==> src/rtl/dbuf_seq_pkg.sv <==
// Shared types and defaults for the non-overlap gate-drive sequencer.
// State encoding is fixed (OFF = 0); ZC is only reachable with CEL_ZCD_EN.
package dbuf_seq_pkg;

  typedef enum logic [2:0] {
    ST_OFF   = 3'd0,
    ST_DT_LH = 3'd1,
    ST_HS    = 3'd2,
    ST_DT_HL = 3'd3,
    ST_LS    = 3'd4,
    ST_ZC    = 3'd5
  } seq_state_e;

  localparam int DTW_DEF    = 4;
  localparam int MIN_ON_DEF = 2;

  function automatic logic is_dead(seq_state_e s);
    return (s == ST_DT_LH) || (s == ST_DT_HL);
  endfunction

endpackage

==> src/rtl/dbuf_dt_counter.sv <==
// Dead-time down-counter: load takes max(dt,1), done marks the last dead clock.
// Ports: clk, rst_n, load, dec, dt[DTW-1:0] in; done out.
module dbuf_dt_counter
  import dbuf_seq_pkg::*;
#(
  parameter int DTW = DTW_DEF
) (
  input  logic           clk,
  input  logic           rst_n,
  input  logic           load,
  input  logic           dec,
  input  logic [DTW-1:0] dt,
  output logic           done
);

  logic [DTW-1:0] cnt_q;
  logic [DTW-1:0] cnt_d;

  always_comb begin
    cnt_d = '0;
    if (load) begin
      cnt_d = (dt == '0) ? DTW'(1) : dt;
    end else if (dec && cnt_q != '0) begin
      cnt_d = cnt_q - DTW'(1);
    end
  end

  always_ff @(posedge clk or negedge rst_n) begin
    if (!rst_n) cnt_q <= '0;
    else        cnt_q <= cnt_d;
  end

  assign done = (cnt_q == DTW'(1));

endmodule

==> src/rtl/dbuf_nonoverlap_seq.sv <==
// Non-overlap HS/LS drive sequencer: dead time, min on-time, sticky fault.
// Ports: CELCLK, CELRSTN, en, pwm, fault, dt_hl, dt_lh, [zcd if CEL_ZCD_EN];
// outputs hs_on, ls_on, dt_active, fault_flag (all flops, no input paths).
module dbuf_nonoverlap_seq
  import dbuf_seq_pkg::*;
#(
  parameter int DTW    = DTW_DEF,
  parameter int MIN_ON = MIN_ON_DEF
) (
  input  logic           CELCLK,
  input  logic           CELRSTN,
  input  logic           en,
  input  logic           pwm,
  input  logic           fault,
  input  logic [DTW-1:0] dt_hl,
  input  logic [DTW-1:0] dt_lh,
`ifdef CEL_ZCD_EN
  input  logic           zcd,
`endif
  output logic           hs_on,
  output logic           ls_on,
  output logic           dt_active,
  output logic           fault_flag
);

  localparam int OCW = $clog2(MIN_ON + 1);

  seq_state_e     state_q, state_d;
  logic           en_q, pwm_q, fault_q;
  logic           flag_q, flag_d;
  logic [OCW-1:0] on_cnt_q, on_cnt_d;
  logic           hs_q, ls_q, dta_q;
  logic           dt_load, dt_dec, dt_done;
  logic [DTW-1:0] dt_sel;
`ifdef CEL_ZCD_EN
  logic           zcd_q;
`endif

  // Inputs are sampled once, so every decision sees a clean registered value.
  always_ff @(posedge CELCLK or negedge CELRSTN) begin
    if (!CELRSTN) begin
      en_q    <= 1'b0;
      pwm_q   <= 1'b0;
      fault_q <= 1'b0;
    end else begin
      en_q    <= en;
      pwm_q   <= pwm;
      fault_q <= fault;
    end
  end

`ifdef CEL_ZCD_EN
  always_ff @(posedge CELCLK or negedge CELRSTN) begin
    if (!CELRSTN) zcd_q <= 1'b0;
    else          zcd_q <= zcd;
  end
`endif

  always_comb begin
    state_d = state_q;
    flag_d  = flag_q;
    if (!en_q && !fault_q) flag_d = 1'b0;
    if (fault_q) begin
      state_d = ST_OFF;
      flag_d  = 1'b1;
    end else if (!en_q) begin
      state_d = ST_OFF;
    end else begin
      unique case (state_q)
        ST_OFF: begin
          if (!flag_q) state_d = pwm_q ? ST_DT_LH : ST_DT_HL;
        end
        ST_DT_LH, ST_DT_HL: begin
          if (dt_done) state_d = pwm_q ? ST_HS : ST_LS;
        end
        ST_HS: begin
          if (!pwm_q && on_cnt_q >= OCW'(MIN_ON)) state_d = ST_DT_HL;
        end
        ST_LS: begin
          if (pwm_q) state_d = ST_DT_LH;
`ifdef CEL_ZCD_EN
          else if (zcd_q) state_d = ST_ZC;
`endif
        end
`ifdef CEL_ZCD_EN
        ST_ZC: begin
          if (pwm_q) state_d = ST_DT_LH;
        end
`endif
        default: state_d = ST_OFF;
      endcase
    end
  end

  // On-time counts HS cycles: 1 on entry, saturating at MIN_ON.
  always_comb begin
    on_cnt_d = '0;
    if (state_d == ST_HS) begin
      if (state_q != ST_HS)              on_cnt_d = OCW'(1);
      else if (on_cnt_q < OCW'(MIN_ON))  on_cnt_d = on_cnt_q + OCW'(1);
      else                               on_cnt_d = on_cnt_q;
    end
  end

  // One counter serves both dead directions; loaded on entry only.
  assign dt_load = is_dead(state_d) && (state_d != state_q);
  assign dt_dec  = is_dead(state_q);
  assign dt_sel  = (state_d == ST_DT_LH) ? dt_lh : dt_hl;

  dbuf_dt_counter #(
    .DTW (DTW)
  ) u_dt (
    .clk   (CELCLK),
    .rst_n (CELRSTN),
    .load  (dt_load),
    .dec   (dt_dec),
    .dt    (dt_sel),
    .done  (dt_done)
  );

  always_ff @(posedge CELCLK or negedge CELRSTN) begin
    if (!CELRSTN) begin
      state_q  <= ST_OFF;
      flag_q   <= 1'b0;
      on_cnt_q <= '0;
      hs_q     <= 1'b0;
      ls_q     <= 1'b0;
      dta_q    <= 1'b0;
    end else begin
      state_q  <= state_d;
      flag_q   <= flag_d;
      on_cnt_q <= on_cnt_d;
      hs_q     <= (state_d == ST_HS);
      ls_q     <= (state_d == ST_LS);
      dta_q    <= is_dead(state_d);
    end
  end

  assign hs_on      = hs_q;
  assign ls_on      = ls_q;
  assign dt_active  = dta_q;
  assign fault_flag = flag_q;

endmodule

==> config.mk <==
export PLATFORM = sky130hd
export DESIGN_NAME = dbuf_nonoverlap_seq
export DESIGN_NICKNAME = d
export VERILOG_FILES = /design/src/rtl/dbuf_seq_pkg.sv /design/src/rtl/dbuf_dt_counter.sv /design/src/rtl/dbuf_nonoverlap_seq.sv
export SDC_FILE = /design/constraint.sdc
export NUM_CORES = 1
export LEC_CHECK = 0
export CAP_MARGIN = 20
export CORE_MARGIN = 3
export CORE_UTILIZATION = 40
export CTS_CLUSTER_DIAMETER = 200
export DETAILED_ROUTE_END_ITERATION = 12
export PLACE_DENSITY = 0.63
export SYNTH_ARGS = -nofsm -noshare
export SYNTH_HDL_FRONTEND = slang
export SYNTH_SLANG_ARGS = --single-unit
==> constraint.sdc <==
create_clock -name CELCLK -period 4.95 [get_ports CELCLK]
set_clock_uncertainty 0.1 [all_clocks]
set_input_delay 0.99 -clock CELCLK [delete_from_list [all_inputs] [get_ports CELCLK]]
set_output_delay 0.99 -clock CELCLK [all_outputs]
set_load 0.005 [all_outputs]
* Word level (Yosys, flattened, before mapping)
Index checks and enable logic that the tools add are counted. W data, S select, Z words.
Word-level totals: bits in registers 16, input port bits 13, output and inout bits 4
Cells by class: $add $sub $neg 2, order comparisons 2, eq/ne operators 12, muxes and demuxes 18, reduce and logical (&&, ||, !) cells 14
Operator list (count):
- $mux W3 | 7
- $mux W4 | 4
- $eq A3 B2 Y1 const B | 4
- $pmux W3 S4 | 1
- $mux W2 | 4
- $eq A3 B1 Y1 const B | 2
- $eq A3 B3 Y1 const B | 2
- $eq A4 B1 Y1 const B | 1
- $logic_and A1 B1 Y1 | 4
- $logic_not A4 Y1 | 1
- $reduce_bool A4 Y1 | 1
- $sub A4 B1 Y4 const B | 1
- $logic_not A1 Y1 | 3
- $logic_not A3 Y1 | 1
- $ne A3 B1 Y1 const B | 1
- $ne A3 B2 Y1 const B | 1
- $ne A3 B3 Y1 | 1
- $add A2 B1 Y2 const B | 1
- $ge A2 B2 Y1 const B | 1
- $logic_or A1 B1 Y1 | 2
- $lt A2 B2 Y1 const B | 1
- $mux W1 | 2
- $reduce_bool A2 Y1 | 1
- $reduce_or A2 Y1 | 1

* Logic depth before layout (Yosys ltp)
Gate-level depths: netlist (run 1).
depth in word-level cells 11, mapped depth 7, gate-level depth less buffers 7

* Cells and area by module
Synthesis (run 1) repeated with hierarchy kept, for this count alone.
Unflattened totals: cells, all modules 73, area total of the unflattened synthesis 844.6 um2
By module, submodules not included:
- dbuf_nonoverlap_seq | instances 1, cells an instance 49, area each 598.1 um2, seq. area each 300.3 um2
- dbuf_dt_counter | instances 1, cells an instance 24, area each 246.5 um2, seq. area each 100.1 um2

* Least setup slack after synthesis (run 1)
No wires, ideal clock.
path kind register -> register, start point reg state_q[2], end point reg u_dt.cnt_q[2], library setup time 90 ps, data arrival time 1965 ps, required time 4760 ps, slack 2795 ps, cell stages (with the launch flop) 7, buffers on the path 1, clock period less this slack 2155 ps, cells stage by stage dfrtp_1 > buf_6 > or3b_4 > or3_4 > a2111oi_4 > nand2_1 > o221ai_1
Between the ends: longest elaborated chain between the ends 10, elaborated cells on any way between the ends 25, those cells by class eq/ne (7); mux (11); reduce/logical (7)
RTL lines:
- start, declared | line dbuf_nonoverlap_seq.sv:28 | seq_state_e state_q, state_d;
- start signal, assigned | line dbuf_nonoverlap_seq.sv:130 | state_q <= state_d;
- $eq A3 B1 Y1 / $eq A3 B2 Y1 (equally long branches) | line dbuf_seq_pkg.sv:18, dbuf_nonoverlap_seq.sv:69
- $reduce_or A2 Y1 | line dbuf_nonoverlap_seq.sv:69 | unique case (state_q)
- $pmux W3 S4 | line dbuf_nonoverlap_seq.sv:69
- $mux W3 | line dbuf_nonoverlap_seq.sv:66 | end else if (!en_q) begin
- $mux W3 | line dbuf_nonoverlap_seq.sv:63 | if (fault_q) begin
- $eq A3 B1 Y1 | line dbuf_seq_pkg.sv:18, dbuf_nonoverlap_seq.sv:108
- $mux W4 | line dbuf_nonoverlap_seq.sv:108 | assign dt_sel = (state_d == ST_DT_LH) ? dt_lh : dt_hl;
- $logic_not A4 Y1 | line dbuf_dt_counter.sv:22 | cnt_d = (dt == '0) ? DTW'(1) : dt;
- $mux W4 | line dbuf_dt_counter.sv:22
- $mux W4 (*) | line dbuf_dt_counter.sv:21 | if (load) begin
- named net u_dt.cnt_d[2] | line dbuf_dt_counter.sv:17 | logic [DTW-1:0] cnt_d;
- end signal, assigned | line dbuf_dt_counter.sv:30 | else cnt_q <= cnt_d;
- end, declared | line dbuf_dt_counter.sv:16 | logic [DTW-1:0] cnt_q;
The timed path passes the listed nets; every way through them passes the cells marked *. A chain may end at the register's enable or synchronous reset.

* Worst setup path in the final report (run 1)
Ends and elaborated chain as after synthesis.

==> flow_metrics.py, run 1 <==
metrics = {
    "run_status": {
        "run_status": "finished clean",
    },
    "die": {
        "placementRows": 15,
        "total_die_area_um2": 2692,
        "floorplan.initialDensity_pct": 45.32,
        "die_y_um": 51.88,
        "core_area_um2": 1858,
        "die_w_um": 51.88,
        "io_pins": 17,
    },
    "synth": {
        "synth_async_sr_flop_share_pct": 100.0,
        "yosys.area_share.simple_pct": 22.29,
        "yosysSeqAreaShare_pct": 47.55,
        "synth-edff-count": 0,
        "synth_area_um2": 842.1,
        "post_synth.cell_area_avg_um2": 10.94,
        "yosys.area_share.xor_xnor_pct": 3.120,
        "ys_types": 27,
        "synth_adder_area_share_pct": 4.458,
        "synth-compound-area-share_pct": 18.28,
        "dominantRegCellSynth": "sky130_fd_sc_hd__dfrtp_1",
        "yosys_register_bits": 16,
        "synth_warnings": 0,
        "synth_nets": 93,
        "synth.mux.area_fraction_pct": 1.189,
        "combinational_family_with_the_most_area_after_synthesis": "simple AND/OR/NAND/NOR gates",
        "syn-instance-count": 77,
    },
    "global_routing": {
        "antenna_found_initial": 0,
        "grt_start_max_net_pins": 17,
        "globalRoute.totalOverflow": 0,
        "global_route_wire_length_before_repair_um": 2925,
        "grt_pass1_vias": 651,
        "global_route.usage.total_pct": 14.55,
    },
    "setup_path": {
        "ff2ff_path_depth": 5,
        "r2r-start": "state_q[2]",
        "critPathCaptureType": "flip-flop",
        "cp_max_fo": 9,
        "worst-endpoint-arrival_ps": 2450,
        "r2r_setup_slack_ps": 2590,
        "worst_setup_path_start_kind": "flip-flop",
        "worstReg2RegEnd": "u_dt.cnt_q[2]",
        "critical_path_class": "reg -> reg",
        "required_ps": 5040,
    },
    "clock_tree": {
        "cts_tree": "yes",
        "cts.repair.resized": 0,
        "cts_max_path_buffers": 2,
        "cts.sinks": 16,
        "clkLatencyLatePin_ps": 280,
        "numCtsBuffers": 3,
        "cts.root.buffer_cell": "sky130_fd_sc_hd__clkbuf_4",
        "worst_setup_hold_path_clk_slew_ps": 90,
        "post-cts-setup-buffers": 0,
        "ctsHoldBuffers": 0,
        "cts.htree.levels": 1,
    },
    "sta": {
        "post-route-period-util_pct": 47.65,
        "rsz0062_at_grt": "false",
        "final_hold_viol_count": 0,
        "timing.final.setup_violations": 0,
        "worst_pin_slew_ps": 688.3,
        "maxSlewViolCount": 0,
        "period_minus_slack_ps": 2359,
        "timing.setup.tns_ps": 0,
        "max_freq_mhz": 423.9,
        "relative_slew_slack_pct": 53.97,
    },
    "job": {
        "drv.max_cap_violation_count": 0,
    },
    "place": {
        "placedInstanceArea_um2": 1022,
        "place.detailed.hpwl_um": 1221,
        "numPortBuffers": 16,
        "dp_cells": 117,
        "gp_routability_congestion": 0.8131,
    },
    "route": {
        "post_drt_wl_per_cell_um": 13.02,
        "dr_total_vias": 641,
        "drt-pass1-iter-count": 4,
        "routed_via_density": 5.298,
        "drc": 0,
        "drt_wl_total_um": 1575,
        "drt_iter0_drc": 6,
        "number_of_routed_nets_with_antenna_violations": 0,
    },
    "power": {
        "power.static_leakage_nw": 0.4147,
        "switching_share_pct": 23.28,
        "power.combinational.fraction_pct": 14.4,
        "power.clock.fraction_pct": 31.9,
        "max-vdd-ir-drop_mv": 0.1937,
        "power.net_switching_mw": 0.06087,
        "power_per_cell_area_nw_per_um2": 247.0,
        "power.share.sequential_pct": 53.6,
        "power.internal_mw": 0.2006,
    },
    "cells_and_area": {
        "commonest_cells_after_routing_fill_and_taps_aside": "16 x sky130_fd_sc_hd__dfrtp_1, 16 x sky130_fd_sc_hd__clkdlybuf4s50_1, 9 x sky130_fd_sc_hd__nor2_1, 6 x sky130_fd_sc_hd__nor3_1",
        "area.growth.synth_to_final_pct": 25.71,
        "stdcell_count": 121,
        "finalInstanceArea_um2": 1059,
        "design.final.nets": 113,
        "drive_gt1_share_pct": 8.333,
        "antennaDiodeCount": 0,
    },
    "hold_path": {
        "worst_min_delay_path_category": "reg -> reg",
        "worstHoldPathCells": 1,
        "holdCritStartpoint": "fault_q",
        "whs_endpoint": "fault_flag",
    },
}
## power groups by stage
stage	Clock (mW)	Combinational, mW	Sequential [mW]
after floorplan	0	0.0194	0.142
after global placement	0	0.0376	0.143
after detailed placement	0	0.0378	0.143
after CTS	0.0858	0.0381	0.140
after global routing	0.0930	0.0421	0.141
final	0.0835	0.0378	0.140
## metal layers
metal	routed length, um	share of wire, %	track usage (%)	up-vias
met5	0	0	0	-
met4	12	0.76	4.803	0
met3	80	5.1	5.731	2
met2	716	45	20.71	14
met1	764	49	19.96	304
li1	-	-	-	321
## flip-flops by register name, indices dropped and copies added (netlist names)
register	flops
dt_active	1
en_q	1
fault_flag	1
fault_q	1
hs_on	1
ls_on	1
on_cnt_q	2
pwm_q	1
state_q	3
u_dt.cnt_q	4
## Yosys cell counts (2+ instances only)
cell type,count,area (um2)
sky130_fd_sc_hd__nand2b_1,3,18.77
sky130_fd_sc_hd__xnor2_1,3,26.28
sky130_fd_sc_hd__nor2_1,9,33.78
sky130_fd_sc_hd__a21o_1,4,30.03
sky130_fd_sc_hd__dfrtp_1,16,400.4
sky130_fd_sc_hd__nor3_1,6,30.03
sky130_fd_sc_hd__inv_1,4,15.01
sky130_fd_sc_hd__ha_1,3,37.54
sky130_fd_sc_hd__a41oi_1,2,17.52
sky130_fd_sc_hd__nand2_1,4,15.01
sky130_fd_sc_hd__nand4_1,3,18.77
sky130_fd_sc_hd__o221ai_1,3,26.28
sky130_fd_sc_hd__and2_1,2,12.51
sky130_fd_sc_hd__nor2b_1,2,12.51
## per-stage QoR
stage                     setup slack [ps]  utilization [%]  hold WS (ps)  power, mW
final                                 2591            56.97         350.7     0.2615
after CTS                             2575            56.97         356.3     0.2642
after global routing                  2454            56.97         382.9     0.2762
after floorplan                       2795                -         319.3     0.1613
after global placement                2638            55.02         328.0     0.1803
after detailed placement              2603            55.02         336.7     0.1805
## logic make-up (layout without fill, tap and decap cells)
logic type,Yosys count,in the layout
adder cells (fa/ha/maj),3,3
AND/OR/NAND/NOR,34,34
flip-flops,16,16
AO/OA/AOI/OAI,15,15
XOR/XNOR,3,3
buffers and inverters,5,24
multiplexers,1,1
## worst max-delay path by stage
stage | cells past startpoint | startpoint | slack [ps] | end
after floorplan | 6 | state_q[2] | 2790 | u_dt.cnt_q[2]
after global placement | 3 | dt_hl[2] | 2640 | u_dt.cnt_q[0]
after detailed placement | 5 | state_q[2] | 2600 | u_dt.cnt_q[2]
after CTS | 5 | state_q[2] | 2580 | u_dt.cnt_q[2]
after global routing | 5 | state_q[2] | 2450 | u_dt.cnt_q[2]
final | 5 | state_q[2] | 2590 | u_dt.cnt_q[2]
## critical path, stage by stage (launching register included)
cell and delay, ps:
sky130_fd_sc_hd__dfrtp_1 470, sky130_fd_sc_hd__or3b_4 440, sky130_fd_sc_hd__or3_4 420, sky130_fd_sc_hd__a2111oi_4 490, sky130_fd_sc_hd__nand2_1 110, sky130_fd_sc_hd__o221ai_1 230
## area by class of cell
class / count / area (um2)
Clock buffer: 4 / 36.28
Timing Repair Buffer: 16 / 160.2
Sequential cell: 16 / 400.4
Inverter: 4 / 15.01
Multi-Input combinational cell: 56 / 415.4
Fill cell: 154 / 799.5
Tap cell: 25 / 31.28
Note: power is estimated with default switching activity, not from simulation.
==> run 2: changes to the inputs <==
--- a/config.mk
+++ b/config.mk
@@ -10,7 +10,7 @@
 export CORE_UTILIZATION = 40
 export CTS_CLUSTER_DIAMETER = 200
 export DETAILED_ROUTE_END_ITERATION = 12
-export PLACE_DENSITY = 0.63
+export PLACE_DENSITY = 0.65
 export SYNTH_ARGS = -nofsm -noshare
 export SYNTH_HDL_FRONTEND = slang
 export SYNTH_SLANG_ARGS = --single-unit
==> constraint.sdc (replaced) <==
create_clock -name CELCLK -period 2 [get_ports CELCLK]
set_clock_uncertainty 0.1 [all_clocks]
set_input_delay 0.4 -clock CELCLK [delete_from_list [all_inputs] [get_ports CELCLK]]
set_output_delay 0.4 -clock CELCLK [all_outputs]
set_load 0.005 [all_outputs]
==> run 2 against run 1 <==
  * The flow now finishes with violations (negative setup slack)
  * Critical endpoint is now u_dt.cnt_q[1]
  * Setup slack worse by 2700 ps
  * Global-route usage up 1.1 points
  * Utilization up 6.3 points
  * Final cell count up 8.3%
  * Total power up 140%
==> flow_metrics.py, run 2 (synthesized netlist as in run 1, its figures left out) <==
metrics = {
    "setup_path": {
        "cp_max_fo": 5,
        "critPathCaptureType": "flip-flop",
        "cp_cell_sequence": "or3b_4, or3_4, a311oi_4, buf_4, nand4_1, o221ai_2",
        "worst_setup_path_start_kind": "flip-flop",
        "worst-endpoint-arrival_ps": 2210,
        "critical_path.max_stage_delay_ps": 410,
        "critical_path_class": "reg -> reg",
        "cp_slowest_cell": "sky130_fd_sc_hd__dfrtp_1",
        "required_ps": 2100,
    },
    "route": {
        "number_of_routed_nets_with_antenna_violations": 0,
        "drt_iter0_drc": 23,
        "drt-pass1-iter-count": 4,
        "drc": 0,
        "dr_total_vias": 697,
        "post_drt_wl_per_cell_um": 15.82,
        "routed_via_density": 5.321,
        "drt_wl_total_um": 2073,
    },
    "die": {
        "io_pins": 17,
        "core_area_um2": 1858,
        "die_w_um": 51.88,
        "die_y_um": 51.88,
        "placementRows": 15,
        "floorplan.initialDensity_pct": 45.32,
        "total_die_area_um2": 2692,
    },
    "sta": {
        "period_minus_slack_ps": 2118,
        "relative_slew_slack_pct": 68.61,
        "rsz0062_at_grt": "true",
        "timing.final.setup_violations": 4,
        "final.setup.worst_slack_ps": -117.8,
        "worst_hold_margin_ps": 339.1,
        "timing.setup.tns_ps": -252.6,
        "post-route-period-util_pct": 105.9,
        "final_hold_viol_count": 0,
        "worst_pin_slew_ps": 467.7,
        "maxSlewViolCount": 0,
        "max_freq_mhz": 472.2,
    },
    "clock_tree": {
        "clkLatencyLatePin_ps": 280,
        "cts.sinks": 16,
        "cts_max_path_buffers": 2,
        "numCtsBuffers": 3,
        "cts.htree.levels": 1,
        "worst_setup_hold_path_clk_slew_ps": 90,
        "cts_tree": "yes",
        "cts.root.buffer_cell": "sky130_fd_sc_hd__clkbuf_4",
    },
    "cells_and_area": {
        "fillers": 154,
        "top_register": "u_dt.cnt_q",
        "drive_gt1_share_pct": 24.53,
        "sequential_cell_area_um2": 400.4,
        "fin_util_pct": 63.23,
        "reg_top3": "u_dt.cnt_q: 4 flops, state_q: 3 flops, on_cnt_q: 2 flops",
        "area_of_the_multi_input_gates_um2": 459.2,
        "antennaDiodeCount": 0,
        "design.final.nets": 124,
        "commonest_cells_after_routing_fill_and_taps_aside": "16 x sky130_fd_sc_hd__dfrtp_1, 16 x sky130_fd_sc_hd__clkdlybuf4s50_1, 10 x sky130_fd_sc_hd__buf_4, 8 x sky130_fd_sc_hd__nor2_1, 6 x sky130_fd_sc_hd__nor3_1",
        "number_of_flip_flops_in_the_largest_register": 4,
        "stdcell_count": 131,
        "area.growth.synth_to_final_pct": 39.52,
    },
    "place": {
        "dp_cells": 127,
        "gp_routability_congestion": 0.8264,
        "place.detailed.hpwl_um": 1404,
        "post-place-ws_ps": -70.74,
        "numPortBuffers": 16,
    },
    "global_routing": {
        "antenna_found_initial": 0,
        "grt_start_max_net_pins": 17,
        "grt_pass1_vias": 672,
        "globalRoute.totalOverflow": 0,
        "global_route.usage.total_pct": 15.66,
        "global_route_wire_length_before_repair_um": 3036,
    },
    "job": {
        "drv.max_cap_violation_count": 0,
    },
    "hold_path": {
        "worst_min_delay_path_category": "in -> async",
    },
    "power": {
        "power.static_leakage_nw": 0.4742,
        "max-vdd-ir-drop_mv": 0.3651,
        "power_per_cell_area_nw_per_um2": 538.5,
    },
    "run_status": {
        "run_status": "finished, violations left",
        "failed_checks": "negative setup slack",
    },
}
[run 2: path summary, 6_finish.rpt]
path,from,to,slack (ps),depth (start not counted)
max in group asynchronous,CELRSTN,fault_q,1270,2
min in group CELCLK,fault_q,fault_flag,360,1
worst min register to register,fault_q,fault_flag,360,1
worst min-delay path,CELRSTN,on_cnt_q[0],340,2
worst max-delay path,state_q[0],u_dt.cnt_q[1],-120,6
worst max register to register,state_q[0],u_dt.cnt_q[1],-120,6
[run 2: what timing repair did]
| action | in CTS | in global routing |
|---|---|---|
| buffers inserted | 1 | 0 |
| endpoints found under the setup margin | 6 | 7 |
| pin swaps | 0 | 3 |
| resized for setup | 2 | 9 |
| hold buffers | 0 | 0 |
[run 2: power breakdown]
part | switching, mW | leakage (nW) | internal, mW
combinational | 0.0565 | 0.249 | 0.0654
clock | 0.0960 | 0.0138 | 0.0698
sequential | 0.00960 | 0.211 | 0.335
[run 2: per-layer routing]
metal / up-vias / track usage (%) / wire length, um / share of wire (%)
li1: 342 / - / - / -
met1: 335 / 20.95 / 967 / 47
met2: 18 / 24.27 / 1018 / 49
met3: 2 / 2.579 / 70 / 3.4
met4: 0 / 7.860 / 17 / 0.82
met5: - / 0 / 0 / 0
[run 2: stage by stage]
step | total power [mW] | cell area (um2)
final | 0.6327 | 1175
after global routing | 0.6726 | 1175
after CTS | 0.6315 | 1130
after detailed placement | 0.4602 | 1097
after global placement | 0.4594 | 1097
after floorplan | 0.3991 | 842.1
[run 2: final cells by class]
| cell class | count | share of cell area (%) |
|---|---|---|
| sequential | 16 | 34.08 |
| multi-input combinational | 56 | 39.08 |
| timing repair buffer | 27 | 20.98 |
| inverter | 4 | 1.278 |
| clock buffer | 3 | 1.917 |
| tap | 25 | 2.662 |
[run 2: critical path, delay by kind of cell, from the launching register on]
kind	cells	cell delay, ps
and+or+nand+nor	3	910
AOI/OAI and AO/OA	2	430
DFF	1	410
buffers and inverters	1	190
==> run 3: changes to the inputs <==
--- a/config.mk
+++ b/config.mk
@@ -10,7 +10,9 @@
 export CORE_UTILIZATION = 40
 export CTS_CLUSTER_DIAMETER = 200
 export DETAILED_ROUTE_END_ITERATION = 12
+export GPL_TIMING_DRIVEN = 0
 export PLACE_DENSITY = 0.65
+export SETUP_SLACK_MARGIN = 0.5
 export SYNTH_ARGS = -nofsm -noshare
 export SYNTH_HDL_FRONTEND = slang
 export SYNTH_SLANG_ARGS = --single-unit
==> run 3 against run 2 <==
  * The flow still finishes with violations (negative setup slack)
  * First-iteration DRC count decreased by 35%
  * Setup slack got worse by 9.0 ps
  * Utilization increased by 2.6 points
  * Via count increased by 2.4%
  * Combinational power about the same
  * Critical path depth increased by 1
  * Final cell count increased by 2.3%
  * Global-route usage increased by 1.5 points
==> flow_metrics.py, run 3 (synthesized netlist as in run 1, its figures left out) <==
metrics = {
    "place": {
        "gp_routability_congestion": 0.7716,
        "dp_cells": 118,
        "numPortBuffers": 16,
        "place.detailed.hpwl_um": 1281,
        "placedInstanceArea_um2": 1033,
    },
    "die": {
        "die_w_um": 51.88,
        "total_die_area_um2": 2692,
        "io_pins": 17,
        "floorplan.initialDensity_pct": 45.32,
        "die_y_um": 51.88,
        "placementRows": 15,
        "core_area_um2": 1858,
    },
    "route": {
        "dr_total_vias": 714,
        "drt_iter0_drc": 15,
        "drt_wl_total_um": 1894,
        "drt-pass1-iter-count": 5,
        "number_of_routed_nets_with_antenna_violations": 0,
        "top_layer": "met4",
        "drc": 0,
        "met3RoutedLength_um": 66,
        "routed_via_density": 5.328,
        "wl_met2_um": 968,
        "route.layer.met1.wl_um": 845,
        "post_drt_wl_per_cell_um": 14.13,
    },
    "hold_path": {
        "worst_min_delay_path_category": "reg -> reg",
    },
    "setup_path": {
        "cp_max_fo": 8,
        "worst_setup_path_start_kind": "flip-flop",
        "critical_path_class": "reg -> reg",
        "critPathCaptureType": "flip-flop",
        "required_ps": 2100,
        "worst-endpoint-arrival_ps": 2230,
    },
    "global_routing": {
        "global_route_wire_length_before_repair_um": 3387,
        "grt_pass1_vias": 754,
        "antenna_found_initial": 0,
        "globalRoute.totalOverflow": 0,
        "global_route.usage.total_pct": 17.17,
        "grt_start_max_net_pins": 17,
    },
    "run_status": {
        "run_status": "finished, violations left",
        "failed_checks": "negative setup slack",
    },
    "power": {
        "power.static_leakage_nw": 0.5161,
        "power_per_cell_area_nw_per_um2": 523.8,
        "max-vdd-ir-drop_mv": 0.3930,
    },
    "cells_and_area": {
        "area.growth.synth_to_final_pct": 45.32,
        "design.final.nets": 127,
        "drive_gt1_share_pct": 30.28,
        "stdcell_count": 134,
        "finalInstanceArea_um2": 1224,
        "commonest_cells_after_routing_fill_and_taps_aside": "15 x sky130_fd_sc_hd__dfrtp_1, 12 x sky130_fd_sc_hd__clkdlybuf4s50_1, 10 x sky130_fd_sc_hd__buf_4, 9 x sky130_fd_sc_hd__nor2_1, 6 x sky130_fd_sc_hd__nor3_1",
        "reg_top3": "u_dt.cnt_q: 4 flops, state_q: 3 flops, on_cnt_q: 2 flops",
        "number_of_flip_flops_in_the_largest_register": 4,
        "top_register": "u_dt.cnt_q",
        "fin_util_pct": 65.86,
        "final_common_cell": "sky130_fd_sc_hd__dfrtp_1",
        "antennaDiodeCount": 0,
    },
    "sta": {
        "max_freq_mhz": 470.2,
        "maxSlewViolCount": 0,
        "period_minus_slack_ps": 2127,
        "worst_pin_slew_ps": 733.8,
        "final_hold_viol_count": 0,
        "post-route-period-util_pct": 106.3,
        "rsz0062_at_grt": "true",
        "timing.final.setup_violations": 7,
        "relative_slew_slack_pct": 50.93,
        "final.setup.worst_slack_ps": -126.7,
    },
    "job": {
        "drv.max_cap_violation_count": 0,
    },
    "clock_tree": {
        "cts_tree": "yes",
        "cts_max_path_buffers": 2,
        "cts.htree.levels": 1,
        "cts.root.buffer_cell": "sky130_fd_sc_hd__clkbuf_4",
        "numCtsBuffers": 3,
        "ctsHoldBuffers": 0,
        "clkLatencyLatePin_ps": 280,
        "cts.sinks": 16,
        "worst_setup_hold_path_clk_slew_ps": 90,
    },
}
run 3: changes by cell type in the layout (fill, tap and decap cells not counted), moves of 2 or more:
cell                              change
sky130_fd_sc_hd__nand2_1              -2
sky130_fd_sc_hd__dlygate4sd2_1        +3
sky130_fd_sc_hd__buf_6                +4
sky130_fd_sc_hd__clkdlybuf4s50_1      -4
run 3: cell type report:
class	instances	area, um2
Fill cell	151	634.4
Buffer	1	11.26
Multi-Input combinational cell	56	475.5
Tap cell	25	31.28
Inverter	4	15.01
Timing Repair Buffer	29	266.5
Clock buffer	3	22.52
Sequential cell	16	401.6
run 3: per-layer routing:
metal,global-route usage (%),vias up
met4,6.550,0
met3,3.438,2
met5,0,-
li1,-,347
met2,27.62,14
met1,22.55,351
run 3: where the power goes:
group	switching (mW)	leakage (nW)	internal, mW
logic	0.0575	0.293	0.0665
clock network	0.102	0.0138	0.0699
registers	0.00970	0.210	0.336
total	0.169	0.516	0.472
run 3: critical path: stages (launching register included):
cell and delay, ps:
sky130_fd_sc_hd__dfrtp_1 380, sky130_fd_sc_hd__buf_6 110, sky130_fd_sc_hd__or3b_4 360, sky130_fd_sc_hd__or3_4 380, sky130_fd_sc_hd__a2111oi_4 310, sky130_fd_sc_hd__buf_6 180, sky130_fd_sc_hd__nand4_1 120, sky130_fd_sc_hd__o221ai_2 90
run 3: final timing paths:
kind | slack (ps) | start | cells past startpoint | end
worst max register to register | -130 | state_q[2] | 7 | u_dt.cnt_q[3]
min in group asynchronous | 440 | CELRSTN | 1 | dt_active
worst max-delay path | -130 | state_q[2] | 7 | u_dt.cnt_q[3]
worst min-delay path | 350 | fault_q | 1 | fault_flag
worst min register to register | 350 | fault_q | 1 | fault_flag
max in group asynchronous | 850 | CELRSTN | 1 | state_q[0]
run 3: per-stage QoR:
step	worst slack, ps	TNS [ps]	hold WS, ps	power [mW]
after global placement	-278.1	-1548	334.7	0.4466
after floorplan	-154.0	-586.0	4.409	0.3991
after detailed placement	-311.9	-1626	336.9	0.4476
after global routing	-195.3	-1348	400.4	0.6824
after CTS	-197.7	-1313	358.2	0.6404
final	-126.7	-777.1	353.8	0.6410
run 3: repair_timing:
action	4_1_cts	5_1_grt
pin swaps	10	4
buffers inserted	10	3
gates resized for setup	22	3
endpoints found under the setup margin	14	11
